**src/rtl/wav_buffer_filler.sv**
```systemverilog
// Ping-pong bank filler: streams WAV bytes into two banks, pads the tail with silence.
// Optional stall counter port is enabled by defining WAV_FILLER_STALL_CNT_EN.
module wav_buffer_filler #(
  parameter int BUFFER_SIZE_BYTES = 512,
  parameter int BUFFER_ADDR_BITS  = $clog2(BUFFER_SIZE_BYTES)
) (
  input  logic                        clk,
  input  logic                        rst_n,
  input  logic                        filler_start_i,
  input  logic [31:0]                 filler_data_len_i,
  input  logic [7:0]                  filler_stream_data_i,
  input  logic                        filler_stream_valid_i,
  output logic                        filler_stream_ready_o,
  output logic                        filler_buffer_we_o,
  output logic [BUFFER_ADDR_BITS-1:0] filler_buffer_addr_o,
  output logic [7:0]                  filler_buffer_data_o,
  output logic                        filler_buffer_bank_o,
  output logic                        filler_buffer_filled_o,
  input  logic                        filler_buffer_empty_i,
  output logic                        filler_buffer_empty_ack_o,
  output logic                        filler_busy_o,
  output logic                        filler_done_o
`ifdef WAV_FILLER_STALL_CNT_EN
  ,
  output logic [15:0]                 filler_stall_cnt_o
`endif
);

  typedef enum logic [2:0] {
    IDLE,
    ARM,
    FILL,
    FULL,
    DONE
  } state_t;

  localparam logic [BUFFER_ADDR_BITS-1:0] LAST_ADDR =
    BUFFER_ADDR_BITS'(BUFFER_SIZE_BYTES - 1);

  state_t                      state;
  state_t                      state_d;
  logic [31:0]                 remaining;
  logic [BUFFER_ADDR_BITS-1:0] wr_ptr;
  logic                        last;

  logic in_fill;
  logic take;
  logic pad;
  logic wr;
  logic bank_end;
  logic ack_set;
  logic start_ok;
  logic stream_end;

  assign in_fill    = (state == FILL);
  assign filler_stream_ready_o = in_fill && (remaining != '0);
  assign take       = filler_stream_ready_o && filler_stream_valid_i;
  assign pad        = in_fill && (remaining == '0);
  assign wr         = take || pad;
  assign bank_end   = wr && (wr_ptr == LAST_ADDR);
  assign stream_end = (remaining == '0) || last;
  assign ack_set    = filler_buffer_empty_i && !filler_buffer_empty_ack_o
                   && ((state == ARM) || (state == FULL));
  assign start_ok   = filler_start_i && ((state == IDLE) || (state == DONE));

  assign filler_busy_o = (state == ARM) || in_fill || (state == FULL);
  assign filler_done_o = (state == DONE);

  always_comb begin
    state_d = state;
    unique case (state)
      IDLE: if (filler_start_i)
              state_d = (filler_data_len_i == '0) ? DONE : ARM;
      ARM:  if (ack_set) state_d = FILL;
      FILL: if (bank_end) state_d = FULL;
      FULL: if (ack_set) state_d = stream_end ? DONE : FILL;
      DONE: if (filler_start_i && (filler_data_len_i != '0))
              state_d = FILL;
      default: state_d = IDLE;
    endcase
  end

  always_ff @(posedge clk) begin
    if (!rst_n) state <= IDLE;
    else        state <= state_d;
  end

  always_ff @(posedge clk) begin
    if (!rst_n) begin
      filler_buffer_we_o        <= 1'b0;
      filler_buffer_addr_o      <= '0;
      filler_buffer_data_o      <= '0;
      filler_buffer_bank_o      <= 1'b1;
      filler_buffer_filled_o    <= 1'b0;
      filler_buffer_empty_ack_o <= 1'b0;
      remaining                 <= '0;
      wr_ptr                    <= '0;
      last                      <= 1'b0;
    end else begin
      filler_buffer_we_o        <= wr;
      filler_buffer_empty_ack_o <= ack_set;
      if (wr) begin
        filler_buffer_addr_o <= wr_ptr;
        filler_buffer_data_o <= take ? filler_stream_data_i : 8'h00;
        wr_ptr               <= wr_ptr + 1'b1;
      end
      if (take) remaining <= remaining - 32'd1;
      if (pad)  last      <= 1'b1;
      if (bank_end) filler_buffer_filled_o <= 1'b1;
      if ((state == FULL) && ack_set) begin
        filler_buffer_filled_o <= 1'b0;
        filler_buffer_bank_o   <= ~filler_buffer_bank_o;
      end
      // A restart from DONE keeps the bank the codec just released.
      if (start_ok) begin
        remaining <= filler_data_len_i;
        wr_ptr    <= '0;
        last      <= 1'b0;
        if (state == IDLE) filler_buffer_bank_o <= 1'b1;
      end
    end
  end

`ifdef WAV_FILLER_STALL_CNT_EN
  always_ff @(posedge clk) begin
    if (!rst_n || start_ok)
      filler_stall_cnt_o <= '0;
    else if (filler_stream_ready_o && !filler_stream_valid_i
             && (filler_stall_cnt_o != 16'hFFFF))
      filler_stall_cnt_o <= filler_stall_cnt_o + 16'd1;
  end
`endif

endmodule

```
**config.mk**
```make
export PLATFORM = sky130hd
export DESIGN_NAME = wav_buffer_filler
export DESIGN_NICKNAME = d
export VERILOG_FILES = /design/src/rtl/wav_buffer_filler.sv
export SDC_FILE = /design/constraint.sdc
export NUM_CORES = 1
export LEC_CHECK = 0
export BUFFER_PORTS_ARGS = -buffer_cell sky130_fd_sc_hd__buf_2
export CORE_MARGIN = 4
export CORE_UTILIZATION = 45
export DETAILED_ROUTE_END_ITERATION = 6
export PLACE_DENSITY = 0.76
export SLEW_MARGIN = 25
export SYNTH_ARGS = -nofsm -noshare
export SYNTH_HDL_FRONTEND = slang
export SYNTH_SLANG_ARGS = --single-unit
```
**constraint.sdc**
```tcl
create_clock -name clk -period 4.5 [get_ports clk]
set_input_delay 0.45 -clock clk [delete_from_list [all_inputs] [get_ports clk]]
set_output_delay 0.45 -clock clk [all_outputs]
set_load 0.02 [all_outputs]
```
Word-level counts from Yosys, hierarchy flattened
Cells that the tools add are included.

Reductions and logical operators: 25. Bitwise gates (word level): 2. Equal/unequal tests: 10. Muxes and demuxes: 14. Add/subtract/negate cells: 2.

Operators with widths (number): $logic_not 32->1 (2); $mux 32 (2); $reduce_bool 32->1 (2); $sub 32x1->32 const B (1); $mux 3 (7); $pmux 3 s5 (1); $add 9x1->9 const B (1); $eq 9x9->1 const B (1); $logic_and 1x1->1 (9); $mux 8 (1); $eq 3x2->1 const B (2); $logic_or 1x1->1 (6); $ne 2x2->1 const B (3); $reduce_and 5->1 (1); $ne 2x1->1 const B (2); $reduce_or 2->1 (2); $eq 3x1->1 const B (1); $eq 3x3->1 const B (1); $logic_not 3->1 (1); $mux 1 (3); $not 1->1 (2); $reduce_bool 2->1 (1); $logic_not 1->1 (1).

Output and inout port bits: 24. Register bits: 66. Input port bits: 45. Word-level logic and storage cells: 63.

Longest topological paths before layout
Depth in word-level cells: 7. Mapped depth: 9. Gate-level depth less buffers: 7.

Least setup slack after synthesis
OpenSTA, ideal clock, no wires.

Kind: register -> output. From: reg remaining[0]. To: out filler_stream_ready_o. Path buffers: 0. Arrival: 1.984 ns. Path slack: 2.066 ns. Stages on the path, launching flop included: 7. Required time: 4.050 ns. Path through: dfxtp_1 -> inv_1 -> ha_1 -> nor3b_1 -> nand4_1 -> nor3_2 -> nor2_1.

Cells in the longest elaborated chain, start to end: 2.

Ends and longest elaborated chain: from (decl) (RTL line 42) `logic [31:0] remaining;`; from (signal assigned) (RTL line 107) `if (take) remaining <= remaining - 32'd1;`; from (signal assigned) (RTL line 116) `remaining <= filler_data_len_i;`; $reduce_bool 32->1 (RTL line 56) `assign filler_stream_ready_o = in_fill && (remaining != '0);`; $logic_and 1x1->1 (RTL line 56); to (decl) (RTL line 13) `output logic filler_stream_ready_o,`.

No other way between the ends.

Worst setup path in the final report
Ends and elaborated chain as after synthesis.

==> reports/qor.yml <==
status: "complete, no violations"
clk_pin_slew_worst_paths_ns: 0.09
leakagePower_nw: 1.55
grt_pass1_wl_um: 16500
ioPinCount: 69
final_nets: 543
worstPathArrival_ns: 2.97
worst_pin_slew_ns: 1.05
r2r_slack_ns: 1.21
worst-path-max-fanout: 8
core_um2: 7730
ys_ff_latch: 66
place_congestion: 0.904
h-tree-depth: 3
fin_crit_sh_pct: 76.0
min_period_ns: 3.42
clk-insertion-delay-late_ns: 0.36
min_from: "filler_stream_data_i[3]"
synth_xor_area_share_pct: 0.489
cts_resized: 0
start_util_pct: 46.3
routed_via_density: 6.23
cts_tree: "yes"
ys_seq_area_share_pct: 36.9
post_dp_cell_area_um2: 3940
crit_required_ns: 4.05
cts_buffer_depth: 2
grt_pass1_vias: 3410
die_w_um: 97.2
cp-start-kind: "register"
fin_cells: 602
power_mw: 1.98
end_kind: "output port"
r2r_end: "remaining[8]"
final_common_cell: "buf_2"
drc: 0
die_height_um: 97.2
synthAdderAreaFrac_pct: 1.05
grt_usage_pct: 21.0
layout-drive-gt1-share_pct: 21.8
max_freq_mhz: 293
dpl.hpwl_um: 6960
die_area_um2: 9450
drt_iter0_drc: 311
reg2reg_from: "remaining[0]"
postCtsHoldBufs: 0
syn-num-nets: 491
rows: 32
synth_compound_area_share_pct: 30.2
root_buffer: "clkbuf_8"
yosys_most_used_dff: "dfxtp_1"
synth_area_per_cell_um2: 8.08
syn_area_um2: 3580
tns_ns: 0
cts.sinks: 66
numPlacedInstances: 586
max_slew_margin_pct: 29.4
synthMuxAreaShare_pct: 0.559
synth_edf_count: 0
diodes: 0
overflow: 0
fin_skew_ns: 0.0110
finalHoldViolCount: 0
synth_top_family_by_area: "compound AO/OA/AOI/OAI gates"
routed_wl_um: 9980
setup_viol: 0
numPortBuffers: 68
synthArstFlopShare_pct: 0
drv_cap: 0
synthToLayoutAreaGrowth_pct: 16.5
powerDensity_nw_per_um2: 476
cts_made_buffers: 9
dpl_worst_slack_ns: 1.26
ys.warnings.count: 0
synthCells: 443
min_path_type: "in -> reg"
rsz0062_at_grt: "false"
antenna_found_initial: 0
r2r_cells: 7
worstSetupPathType: "reg -> out"
drtPass1Iterations: 5
setup_ws_ns: 1.08
worstHoldPathCells: 3
drv_slew: 0
synth.distinct_cells: 66
vias: 3752
routedWlPerCell_um: 16.6
ant_nets: 0
final_cell_area_um2: 4170
hold_end: "filler_buffer_data_o[3]"
hold-worst-slack_ns: 0.330
final_core_util_pct: 54.0
most-common-layout-cells: "68 x buf_2, 66 x dfxtp_1, 53 x nand2_1, 41 x a21oi_1, 32 x o21ai_0"
synth-simple-area-share_pct: 25.7
irDropWorstVdd_mv: 0.244
post_cts_buffers: 0
grt_max_degree: 36
## report_power, final
part           internal [mW]  switching (mW)
clock                  0.316           0.255
combinational          0.226           0.463
sequential             0.651          0.0725
total                   1.19           0.790
## worst max path at each step
stage	start	end	slack [ns]	cells past startpoint
after floorplan	remaining[0]	filler_stream_ready_o	2.07	6
after global placement	remaining[0]	remaining[8]	1.39	7
after detailed placement	remaining[0]	remaining[8]	1.26	7
after CTS	remaining[0]	filler_stream_ready_o	1.06	7
after global routing	remaining[0]	filler_stream_ready_o	0.82	7
final	remaining[0]	filler_stream_ready_o	1.08	7
## per-layer routing
| layer | vias up | track usage [%] | share of wire (%) | wire, µm |
|---|---|---|---|---|
| met5 | - | 0 | 0 | 0 |
| met2 | 152 | 33.5 | 48 | 4760 |
| met4 | 0 | 8.32 | 2.2 | 217 |
| met1 | 1790 | 28.5 | 44 | 4370 |
| li1 | 1794 | - | - | - |
| met3 | 16 | 3.16 | 6.3 | 627 |
## worst max-delay path, stage by stage (launching register included)
cell,delay [ns]
dfxtp_1,0.33
inv_1,0.11
ha_1,0.19
nor3b_1,0.50
nand4_1,0.59
nor3_2,0.61
nor2_1,0.08
buf_2,0.19
## cell usage after synthesis (all sizes together) (4+ instances only)
cell type / number / area share, %
o22ai: 6 / 1.0
dfxtp: 66 / 37
o311ai: 6 / 1.5
a32o: 4 / 1.1
nor3: 11 / 1.8
inv: 8 / 0.84
o21a: 6 / 1.3
o31ai: 8 / 2.6
buf: 6 / 1.5
nand4: 7 / 1.2
o31a: 4 / 0.98
or3: 10 / 1.7
o211ai: 7 / 1.9
clkbuf: 26 / 2.7
nor2: 22 / 2.3
and3: 6 / 1.0
a22oi: 4 / 0.84
nand3: 15 / 2.1
nand2: 53 / 5.6
o21ai: 34 / 4.8
or4: 13 / 2.8
a21oi: 41 / 5.7
nor4: 16 / 3.2
or2: 8 / 1.4
a31oi: 12 / 2.3
## state kept, by name, indices dropped and copies added (netlist names)
name and flops:
state 3, filler_buffer_data_o 8, wr_ptr 9, filler_buffer_addr_o 9
filler_buffer_bank_o 1, last 1, filler_buffer_empty_ack_o 1, remaining 32
filler_buffer_filled_o 1, filler_buffer_we_o 1
## area by class of cell
type / count / area, µm²
fillers: 734 / 3560
repair buffers: 73 / 378
multi-input cells: 336 / 2080
clock inverters: 7 / 101
clock buffers: 9 / 124
well taps: 102 / 128
flip-flops and latches: 66 / 1320
inverters: 9 / 33.8
## logic make-up (layout without fill, tap and decap cells)
| logic type | after synthesis | count (layout) |
|---|---|---|
| and+or+nand+nor | 173 | 173 |
| AOI/OAI and AO/OA | 156 | 156 |
| DFF | 66 | 66 |
| buffers and inverters | 41 | 98 |
| adders and majority gates | 3 | 3 |
| xor gates and xnor gates | 2 | 2 |
| muxes | 2 | 2 |
(Power assumes the default switching activity.)
